**src/rtl/rot_addr_gen.sv**
```systemverilog
// Rotation address generator: walks the padded image tile by tile, issuing TILE source-row
// read beats followed by TILE rotated destination-row write beats per tile.
module rot_addr_gen #(
  parameter int unsigned ADDR_W = 32,
  parameter int unsigned DIM_W  = 16,
  parameter int unsigned TILE   = 8,
  parameter int unsigned BPP    = 3
) (
  input  logic              I_AG_HCLK,
  input  logic              I_AG_HRESET_N,
  input  logic              I_AG_CLEAR,
  input  logic              I_AG_START,
  input  logic [ADDR_W-1:0] I_AG_SRC_BASE,
  input  logic [ADDR_W-1:0] I_AG_DST_BASE,
  input  logic [DIM_W-1:0]  I_AG_HEIGHT,
  input  logic [DIM_W-1:0]  I_AG_WIDTH,
  input  logic [1:0]        I_AG_DEGREES,
  input  logic              I_AG_DIRECTION,
  input  logic              I_AG_READY,
  output logic              O_AG_VALID,
  output logic [ADDR_W-1:0] O_AG_ADDR,
  output logic              O_AG_WRITE,
  output logic              O_AG_PAD,
  output logic              O_AG_BUSY,
  output logic              O_AG_DONE,
  output logic              O_AG_ERR,
  output logic [DIM_W-1:0]  O_AG_NEW_H,
  output logic [DIM_W-1:0]  O_AG_NEW_W
);
  localparam int unsigned       BeatW     = $clog2(TILE);
  localparam logic [ADDR_W-1:0] BppA      = ADDR_W'(BPP);
  localparam logic [ADDR_W-1:0] TileA     = ADDR_W'(TILE);
  localparam logic [ADDR_W-1:0] TileBytes = ADDR_W'(TILE * BPP);
  localparam logic [DIM_W:0]    RoundUp   = (DIM_W + 1)'(TILE - 1);
  localparam logic [DIM_W-1:0]  TileD     = DIM_W'(TILE);
  localparam logic [DIM_W-1:0]  OneD      = DIM_W'(1);
  localparam logic [BeatW-1:0]  LastBeat  = BeatW'(TILE - 1);
  localparam logic [BeatW-1:0]  OneB      = BeatW'(1);

  typedef enum logic [1:0] {StIdle, StRead, StWrite} state_e;

  state_e              state_q, state_d;
  logic                valid_q, valid_d, write_q, write_d, pad_q, pad_d;
  logic                busy_q, busy_d, done_q, done_d, err_q, err_d;
  logic [ADDR_W-1:0]   addr_q, addr_d;
  logic [DIM_W-1:0]    new_h_q, new_h_d, new_w_q, new_w_d, h_q, h_d, w_q, w_d;
  logic [DIM_W-1:0]    ht_q, ht_d, wt_q, wt_d, tr_q, tr_d, tc_q, tc_d;
  logic [DIM_W-1:0]    row_q, row_d, colend_q, colend_d;
  logic [BeatW-1:0]    beat_q, beat_d;
  logic [ADDR_W-1:0]   rstride_q, rstride_d, rstep_q, rstep_d, wstride_q, wstride_d;
  logic [ADDR_W-1:0]   dtr_q, dtr_d, dtc_q, dtc_d;
  logic [ADDR_W-1:0]   rcol_q, rcol_d, rtile_q, rtile_d, wcol_q, wcol_d, wtile_q, wtile_d;

  // Job setup values derived straight from the inputs, used only on an accepted START.
  logic [DIM_W:0]      nh_ext, nw_ext;
  logic [DIM_W-1:0]    nh_in, nw_in;
  logic [1:0]          angle_in;
  logic                bad_job;
  logic [ADDR_W-1:0]   nh_a, nw_a, wstride_in, wrow_tile, dtr_in, dtc_in, wcol_in;

  assign nh_ext   = ({1'b0, I_AG_HEIGHT} + RoundUp) & ~RoundUp;
  assign nw_ext   = ({1'b0, I_AG_WIDTH} + RoundUp) & ~RoundUp;
  assign nh_in    = nh_ext[DIM_W-1:0];
  assign nw_in    = nw_ext[DIM_W-1:0];
  assign angle_in = I_AG_DIRECTION ? I_AG_DEGREES : 2'd0 - I_AG_DEGREES;
  assign bad_job  = (I_AG_HEIGHT == '0) || (I_AG_WIDTH == '0) || nh_ext[DIM_W] || nw_ext[DIM_W];
  assign nh_a     = ADDR_W'(nh_in);
  assign nw_a     = ADDR_W'(nw_in);

  // Per-angle tile steps: dtr moves to the next tile row, dtc to the next tile column.
  always_comb begin
    wstride_in = (angle_in[0] ? nh_a : nw_a) * BppA;
    wrow_tile  = wstride_in * TileA;
    dtr_in     = wrow_tile;
    dtc_in     = TileBytes;
    wcol_in    = I_AG_DST_BASE;
    unique case (angle_in)
      2'd1: begin
        dtr_in  = '0 - TileBytes;
        dtc_in  = wrow_tile;
        wcol_in = I_AG_DST_BASE + (nh_a - TileA) * BppA;
      end
      2'd2: begin
        dtr_in  = '0 - wrow_tile;
        dtc_in  = '0 - TileBytes;
        wcol_in = I_AG_DST_BASE + ((nh_a - TileA) * nw_a + nw_a - TileA) * BppA;
      end
      2'd3: begin
        dtr_in  = TileBytes;
        dtc_in  = '0 - wrow_tile;
        wcol_in = I_AG_DST_BASE + (nw_a - TileA) * nh_a * BppA;
      end
      default: ;
    endcase
  end

  always_comb begin
    state_d = state_q;   valid_d = valid_q;     write_d = write_q;     pad_d = pad_q;
    busy_d = busy_q;     done_d = 1'b0;         err_d = 1'b0;          addr_d = addr_q;
    new_h_d = new_h_q;   new_w_d = new_w_q;     h_d = h_q;             w_d = w_q;
    ht_d = ht_q;         wt_d = wt_q;           tr_d = tr_q;           tc_d = tc_q;
    row_d = row_q;       colend_d = colend_q;   beat_d = beat_q;
    rstride_d = rstride_q; rstep_d = rstep_q;   wstride_d = wstride_q;
    dtr_d = dtr_q;       dtc_d = dtc_q;
    rcol_d = rcol_q;     rtile_d = rtile_q;     wcol_d = wcol_q;       wtile_d = wtile_q;

    if (I_AG_CLEAR) begin
      state_d = StIdle;  valid_d = 1'b0;  write_d = 1'b0;  pad_d = 1'b0;  busy_d = 1'b0;
      tr_d = '0;         tc_d = '0;       beat_d = '0;
    end else begin
      unique case (state_q)
        StIdle: begin
          if (I_AG_START) begin
            if (bad_job) begin
              err_d = 1'b1;
            end else begin
              state_d   = StRead;   valid_d = 1'b1;  write_d = 1'b0;  busy_d = 1'b1;
              new_h_d   = nh_in;    new_w_d = nw_in;
              h_d       = I_AG_HEIGHT;               w_d = I_AG_WIDTH;
              ht_d      = nh_in >> BeatW;            wt_d = nw_in >> BeatW;
              tr_d      = '0;       tc_d = '0;       beat_d = '0;
              row_d     = '0;       colend_d = TileD;
              pad_d     = TileD > I_AG_WIDTH;
              rstride_d = ADDR_W'(I_AG_WIDTH) * BppA;
              rstep_d   = ADDR_W'(I_AG_WIDTH) * BppA * TileA;
              wstride_d = wstride_in;
              dtr_d     = dtr_in;   dtc_d = dtc_in;
              addr_d    = I_AG_SRC_BASE;
              rcol_d    = I_AG_SRC_BASE;             rtile_d = I_AG_SRC_BASE;
              wcol_d    = wcol_in;                   wtile_d = wcol_in;
            end
          end
        end
        StRead: begin
          if (I_AG_READY) begin
            if (beat_q == LastBeat) begin
              state_d = StWrite;  write_d = 1'b1;  pad_d = 1'b0;
              beat_d  = '0;       addr_d  = wtile_q;
            end else begin
              beat_d = beat_q + OneB;
              row_d  = row_q + OneD;
              addr_d = addr_q + rstride_q;
              pad_d  = (row_d >= h_q) || (colend_q > w_q);
            end
          end
        end
        StWrite: begin
          if (I_AG_READY) begin
            if (beat_q != LastBeat) begin
              beat_d = beat_q + OneB;
              addr_d = addr_q + wstride_q;
            end else if (tr_q == ht_q - OneD && tc_q == wt_q - OneD) begin
              state_d = StIdle;  valid_d = 1'b0;  write_d = 1'b0;
              busy_d  = 1'b0;    done_d  = 1'b1;  beat_d  = '0;
            end else begin
              if (tr_q == ht_q - OneD) begin
                tr_d     = '0;
                tc_d     = tc_q + OneD;
                row_d    = '0;
                colend_d = colend_q + TileD;
                rcol_d   = rcol_q + TileBytes;
                rtile_d  = rcol_d;
                wcol_d   = wcol_q + dtc_q;
                wtile_d  = wcol_d;
              end else begin
                tr_d    = tr_q + OneD;
                row_d   = row_q + OneD;
                rtile_d = rtile_q + rstep_q;
                wtile_d = wtile_q + dtr_q;
              end
              state_d = StRead;  write_d = 1'b0;  beat_d = '0;
              addr_d  = rtile_d;
              pad_d   = (row_d >= h_q) || (colend_d > w_q);
            end
          end
        end
        default: state_d = StIdle;
      endcase
    end
  end

  always_ff @(posedge I_AG_HCLK or negedge I_AG_HRESET_N) begin
    if (!I_AG_HRESET_N) begin
      state_q <= StIdle;  valid_q <= 1'b0;  write_q <= 1'b0;  pad_q <= 1'b0;
      busy_q <= 1'b0;     done_q <= 1'b0;   err_q <= 1'b0;    addr_q <= '0;
      new_h_q <= '0;      new_w_q <= '0;    h_q <= '0;        w_q <= '0;
      ht_q <= '0;         wt_q <= '0;       tr_q <= '0;       tc_q <= '0;
      row_q <= '0;        colend_q <= '0;   beat_q <= '0;
      rstride_q <= '0;    rstep_q <= '0;    wstride_q <= '0;  dtr_q <= '0;  dtc_q <= '0;
      rcol_q <= '0;       rtile_q <= '0;    wcol_q <= '0;     wtile_q <= '0;
    end else begin
      state_q <= state_d;  valid_q <= valid_d;  write_q <= write_d;  pad_q <= pad_d;
      busy_q <= busy_d;    done_q <= done_d;    err_q <= err_d;      addr_q <= addr_d;
      new_h_q <= new_h_d;  new_w_q <= new_w_d;  h_q <= h_d;          w_q <= w_d;
      ht_q <= ht_d;        wt_q <= wt_d;        tr_q <= tr_d;        tc_q <= tc_d;
      row_q <= row_d;      colend_q <= colend_d; beat_q <= beat_d;
      rstride_q <= rstride_d; rstep_q <= rstep_d; wstride_q <= wstride_d;
      dtr_q <= dtr_d;      dtc_q <= dtc_d;
      rcol_q <= rcol_d;    rtile_q <= rtile_d;  wcol_q <= wcol_d;    wtile_q <= wtile_d;
    end
  end

  assign O_AG_VALID = valid_q;
  assign O_AG_ADDR  = addr_q;
  assign O_AG_WRITE = write_q;
  assign O_AG_PAD   = pad_q;
  assign O_AG_BUSY  = busy_q;
  assign O_AG_DONE  = done_q;
  assign O_AG_ERR   = err_q;
  assign O_AG_NEW_H = new_h_q;
  assign O_AG_NEW_W = new_w_q;

endmodule

```
**config.mk**
```make
export PLATFORM = sky130hd
export DESIGN_NAME = rot_addr_gen
export DESIGN_NICKNAME = d
export VERILOG_FILES = /design/src/rtl/rot_addr_gen.sv
export SDC_FILE = /design/constraint.sdc
export NUM_CORES = 2
export LEC_CHECK = 0
export CORE_MARGIN = 2
export CORE_UTILIZATION = 58
export DETAILED_ROUTE_END_ITERATION = 7
export PLACE_DENSITY_LB_ADDON = 0.08
export SLEW_MARGIN = 20
export SYNTH_ARGS = -nofsm -noshare
export SYNTH_HDL_FRONTEND = slang
export SYNTH_SLANG_ARGS = --single-unit
```
**constraint.sdc**
```tcl
create_clock -name I_AG_HCLK -period 5.6 [get_ports I_AG_HCLK]
set_input_delay 1.68 -clock I_AG_HCLK [delete_from_list [all_inputs] [get_ports I_AG_HCLK]]
set_output_delay 1.68 -clock I_AG_HCLK [all_outputs]
set_load 0.02 [all_outputs]
```
======== Word-level counts from Yosys, hierarchy flattened ========
Index checks and enable logic that the tools add are counted.
storage, ports and cells
  flip-flop bits (word level) ............. 406
  input port bits ......................... 104
  output and inout bits ................... 70
  logic and storage cells ................. 236
operators by class
  add/subtract/negate cells ............... 24
  multiply operators ...................... 7
  $lt $le $gt $ge ......................... 5
  equality and inequality tests ........... 27
  muxes and demuxes ....................... 122
  bitwise gates (word level) .............. 2
  reductions and logical operators ........ 25
operators with widths
  cell                                                count
  2-to-1 mux 32 bit                                   24
  2-to-1 mux 16 bit                                   35
  one-hot mux 32 bit (3 select lines)                 4
  one-hot mux 32 bit (2 select lines)                 4
  adder 32 bit                                        6
  one-hot mux 16 bit (2 select lines)                 3
  multiplier 32 x 13 -> 29 bit                        2
  multiplier 32 x 2 -> 32 bit, second input constant  2
  adder 16 x 1 -> 16 bit, second input constant       3
  one-hot mux 16 bit (3 select lines)                 1
  multiplier 16 x 2 -> 18 bit, second input constant  2
  AND reduction 7 bit                                 5
  adder 16 x 3 -> 17 bit, second input constant       2
  subtractor 16 x 4 -> 17 bit, second input constant  2
  != test 3 bit, second input constant                11
  adder 32 x 16 -> 32 bit                             1
  adder 32 x 18 -> 32 bit                             1
  adder 32 x 21 -> 32 bit                             1
  adder 32 x 5 -> 32 bit, second input constant       1
  == test 16 bit                                      2
  >= comparator 16 bit                                2
  greater-than comparator 16 bit                      2
  zero test 16 bit                                    2
  subtractor 32 x 4 -> 32 bit, second input constant  1
  other kinds (30)                                    93

======== Logic depth before layout (Yosys ltp) ========
  depth in word-level cells ............... 15
  depth in mapped cells ................... 55
  mapped depth without buffers ............ 53

======== Worst setup path after synthesis ========
No wires, ideal clock.
  kind .................................... in2reg
  from .................................... in I_AG_HEIGHT[2]
  to ...................................... reg wtile_q[31]
  setup time .............................. 0.082 ns
  arrival ................................. 12.388 ns
  data required time ...................... 5.518 ns
  path slack .............................. -6.870 ns
  stages on the path ...................... 51
  path buffers ............................ 1
  path through ............................ or3_1 > clkbuf_1 > and2_1 > xnor2_1 > nand3_1 > nor3_1 > xnor2_1 > nor2_1 > fa_1 > inv_1 > fa_1 > inv_1 > fa_1 > inv_1 > fa_1 > fa_1 > inv_1 > ha_1 > [... 15 more ...] > a31oi_1 > xor2_1 > fa_1 > inv_1 > ha_1 > nand4_1 > inv_1 > a21oi_1 > nand2_1 > a21oi_1 > a21boi_0 > o21ai_0 > a31oi_1 > xnor2_1 > xnor2_1 > or3b_1 > a311o_1 > a31oi_1
between the ends
  cells in the longest elaborated chain, start to end .. 11
  elaborated cells on any way between the ends .. 22
  classes of those cells .................. 7 x add/sub; 5 x mul; 1 x eq/ne; 4 x mux; 5 x reduce/logical
ends and longest elaborated chain
  item                                 line    text
  start: declaration                   15      input logic [DIM_W-1:0] I_AG_HEIGHT,
  adder 16 x 3 -> 17 bit               61      assign nh_ext = ({1'b0, I_AG_HEIGHT} + RoundUp) & ~RoundUp;
  subtractor 16 x 4 -> 17 bit          81, 86
  multiplier 32 x 13 -> 29 bit         86      wcol_in = I_AG_DST_BASE + ((nh_a - TileA) * nw_a + nw_a - TileA) * BppA;
  adder 32 x 16 -> 32 bit              86
  subtractor 32 x 4 -> 32 bit          86
  multiplier 32 x 2 -> 32 bit          86
  adder 32 bit                         86
  one-hot mux 32 bit (3 select lines)  77      unique case (angle_in)
  2-to-1 mux 32 bit                    114     if (bad_job) begin
  2-to-1 mux 32 bit                    113     if (I_AG_START) begin
  one-hot mux 32 bit (2 select lines)  111     unique case (state_q)
  end signal: assignment               199     rcol_q <= rcol_d; rtile_q <= rtile_d; wcol_q <= wcol_d; wtile_q <= wtile_d;
  end: declaration                     52      logic [ADDR_W-1:0] rcol_q, rcol_d, rtile_q, rtile_d, wcol_q, wcol_d, wtile_q, wtile_d;
Several ways; a longest one is shown, not always the timed one. The select of a mux whose other input is x is not followed.
A chain may end at the register's enable or synchronous reset.

======== Worst setup path after layout ========
  from .................................... in I_AG_WIDTH[1]
  to ...................................... reg wtile_q[31]
between the ends
  cells in the longest elaborated chain, start to end .. 10
  elaborated cells on any way between the ends .. 20
  classes of those cells .................. 6 x add/sub; 4 x mul; 1 x eq/ne; 4 x mux; 5 x reduce/logical
ends and longest elaborated chain
  item                                 line  text
  start: declaration                   16    input logic [DIM_W-1:0] I_AG_WIDTH,
  adder 16 x 3 -> 17 bit               62    assign nw_ext = ({1'b0, I_AG_WIDTH} + RoundUp) & ~RoundUp;
  multiplier 32 x 13 -> 29 bit         86
  adder 32 x 16 -> 32 bit              86
  subtractor 32 x 4 -> 32 bit          86
  multiplier 32 x 2 -> 32 bit          86
  adder 32 bit                         86
  one-hot mux 32 bit (3 select lines)  77
  2-to-1 mux 32 bit                    114
  2-to-1 mux 32 bit                    113
  one-hot mux 32 bit (2 select lines)  111
Several ways; a longest one is shown, not always the timed one. The select of a mux whose other input is x is not followed.

==> metrics.md <==
| Metric | Value |
|---|---|
| Die height | `295 um` |
| Later-pin clock latency in the skew report | `0.60 ns` |
| Worst r2r path cells | `21` |
| Die area | `87000 um2` |
| Synth Instances | `6177` |
| Max-cap violations | `0` |
| WS Path Type | `primary input to register` |
| Wire length per cell | `21.4 um` |
| Worst slew margin relative to its limit | `26.6%` |
| Syn-to-layout area delta | `34.2%` |
| Fmax | `86.0 MHz` |
| DP HPWL | `138 mm` |
| Startpoint Class | `primary input` |
| Crit Path Max Fanout | `4` |
| Drt first pass iters | `6` |
| Critical R2R Launch | `O_AG_NEW_H[9]` |
| Reg clk slew, reported paths | `0.07 ns` |
| Via count | `50800` |
| Syn avg cell area | `7.95 um2` |
| Synth Flop Type | `dfrtp_1` |
| Max stage delay cell, worst path | `fa_1` |
| Worst EP required | `6.07 ns` |
| Via/cell ratio | `6.02` |
| Final instance area | `65900 um2` |
| Placed cell count | `8254` |
| Routed WL | `181 mm` |
| Flop and latch count out of synthesis | `359` |
| Unrepaired setup endpoints after global routing | `yes` |
| Family with the most delay on the worst path | `adder cells` |
| Total Neg Setup Slack | `-221.88 ns` |
| Fin crit share | `208%` |
| CP arrival | `12.10 ns` |
| Vias in the first global route | `50100` |
| CP endpoint kind | `register` |
| Dpl cell area | `60200 um2` |
| Final ANT Viol Nets | `0` |
| Final nets | `8222` |
| H-tree lvl count | `2` |
| CTS Buf Count | `40` |
| Crit. path cell count | `50` |
| Largest net degree at the start of global routing | `114` |
| Fill cells | `5767` |
| CP dominant cell by count | `fa_1` |
| Starting Density | `58.7%` |
| Final Instance Count excl. Fillers | `8436` |
| First-pass GRT wire length | `275 mm` |
| Grt ovf | `0` |
| Fin worst setup slack | `-6.03 ns` |
| CP endpoint | `wtile_q[31]` |
| Largest stage delay, worst path | `0.60 ns` |
| Gr usage total | `40.4%` |
| Least-Margin Pin Slew | `1.07 ns` |
| Share of cells above drive strength 1 | `24.9%` |
| Gpl congestion | `1.00` |
| Most common cell after layout, fill and taps aside | `buf_4` |
| IO Pins | `174` |
| CTS root buf | `clkbuf_16` |
| FP Rows | `106` |
| Crit path from | `I_AG_WIDTH[1]` |
| CTS Hold Bufs | `0` |
| Ys async rst share | `100%` |
| FF-to-FF End | `O_AG_PAD` |
| Number of synthesized flops with an enable pin | `0` |
| Clock sink count | `359` |
| Violations in the final reports | `setup timing` |
| Commonest non-fill, non-tap cells in the layout | `1016 x buf_4, 757 x nand2_1, 652 x inv_1` |
| Remaining DRCs | `0` |
| Hold Path Class | `register to register` |
| Antenna violations before repair | `7` |
| Seq/Total Area, Yosys | `18.3%` |
| Drt initial violations | `4566` |
| Post-Syn Area | `49100 um2` |
| CTS tree | `done` |
| Max-slew violation count | `0` |
| WP buf/inv | `8` |
| Setup-failing EPs final | `59` |
| Core area | `83700 um2` |
| Status | `finished, violations left` |
| Clock skew | `0.0228 ns` |
| Longest Clk Path Bufs | `3` |
| Final hold viol count | `0` |
| Yosys warns | `0` |
| Chip Width | `295 um` |
| Clock period minus worst slack | `11.63 ns` |
| Reg2reg setup slack | `0.25 ns` |
| Port bufs | `167` |
| Unique masters post-synth | `102` |
[metal layers]
layer | part of all wire, % | track usage, %
met5 | 0.049 | 0
met4 | 7.5 | 24.5
met2 | 45 | 64.4
met3 | 9.1 | 6.19
met1 | 38 | 51.9
[Yosys cell counts (11+ instances only)]
library cell / number / area (um2)
nand2_1: 775 / 2910
inv_1: 694 / 2610
nor2_1: 530 / 1990
ha_1: 470 / 5880
o21ai_0: 427 / 2140
a21oi_1: 411 / 2060
fa_1: 382 / 7650
dfrtp_1: 359 / 8980
xnor2_1: 322 / 2820
clkbuf_1: 200 / 751
xor2_1: 162 / 1420
nand3_1: 133 / 666
a21o_1: 117 / 878
nor3_1: 99 / 495
a31oi_1: 72 / 450
nor2b_1: 62 / 388
and3_1: 58 / 363
o21a_1: 58 / 435
o21ai_1: 58 / 290
nand2b_1: 57 / 357
o31ai_1: 51 / 383
and2_1: 46 / 288
nand4_1: 45 / 282
a211oi_1: 43 / 323
o211ai_1: 37 / 278
o21bai_1: 34 / 255
or3_1: 32 / 200
mux2i_1: 27 / 270
buf_1: 26 / 97.6
a21boi_0: 23 / 173
o22ai_1: 23 / 144
a221oi_1: 21 / 184
nor4_1: 21 / 131
or2_2: 19 / 119
a22oi_1: 18 / 135
o221ai_1: 17 / 149
inv_2: 13 / 48.8
nand3b_1: 13 / 97.6
o41ai_1: 12 / 105
buf_2: 11 / 55.1
clkinv_1: 11 / 41.3
[final cells by class]
| cell class | count | area (um2) | share of cell area [%] |
|---|---|---|---|
| multi-input cells | 4861 | 40600 | 61.6 |
| repair buffers | 1286 | 10700 | 16.3 |
| diodes | 5 | 12.5 | 0.0190 |
| flip-flops and latches | 359 | 8980 | 13.6 |
| clock inverters | 15 | 226 | 0.344 |
| well taps | 1134 | 1420 | 2.15 |
| inverters | 718 | 2740 | 4.16 |
| clock buffers | 58 | 1170 | 1.78 |
[tightest hold or removal path, cell delays in order, from the launching register on]
cell,delay [ns]
dfrtp_1,0.35
nand2_1,0.05
nand2_1,0.05
[registers in the layout, indices dropped and copies added (netlist names), 2 cells and up]
| name | count |
|---|---|
| O_AG_ADDR | 32 |
| rcol_q | 32 |
| rtile_q | 32 |
| wcol_q | 32 |
| wtile_q | 32 |
| dtc_q | 19 |
| dtr_q | 19 |
| rstep_q | 17 |
| h_q | 16 |
| row_q | 16 |
| tc_q | 16 |
| tr_q | 16 |
| w_q | 16 |
| wstride_q | 15 |
| O_AG_NEW_H | 13 |
| colend_q | 13 |
| wt_q | 13 |
| beat_q | 3 |
| state_q | 2 |
[metrics by stage]
stage                     utilization (%)  worst slack [ns]  hold WS [ns]
after floorplan                         -             -6.04         0.443
after global placement               71.9             -7.11         0.458
after detailed placement             71.9             -7.33         0.464
after CTS                            76.1             -5.97         0.478
after global routing                 78.7             -6.39         0.504
final                                78.7             -6.03         0.478
[cell families (layout without fill, tap and decap cells)]
group                    Yosys count  count (layout)  share of synthesized area [%]
buffers and inverters            962            2077                           7.44
flip-flops                       359             359                           18.3
XOR/XNOR                         486             486                           8.73
AO/OA/AOI/OAI                   1539            1539                           19.4
other                              1              11                        0.00764
adder cells (fa/ha/maj)          852             852                           27.6
AND/OR/NAND/NOR                 1942            1942                           17.8
multiplexers                      36              36                          0.757
[worst min-delay path by stage]
stage / to / slack [ns] / depth (start not counted) / startpoint
finish: wcol_q[5] / 0.48 / 2 / wcol_q[5]
global placement: wcol_q[29] / 0.46 / 2 / wcol_q[29]
floorplan: wcol_q[12] / 0.44 / 2 / wcol_q[12]
global route: wcol_q[1] / 0.50 / 2 / wcol_q[1]
CTS: wcol_q[5] / 0.48 / 2 / wcol_q[5]
detailed placement: wcol_q[12] / 0.46 / 2 / wcol_q[12]
[what timing repair did]
| item | CTS | global route |
|---|---|---|
| cloned | 0 | 0 |
| buffers inserted | 52 | 74 |
| gates resized for setup | 406 | 347 |
| setup endpoints to repair | 82 | 66 |
| pin swaps | 210 | 314 |
Power is not shown: default switching activity piles up to over one toggle a cycle in this logic, so the estimate is an artifact.
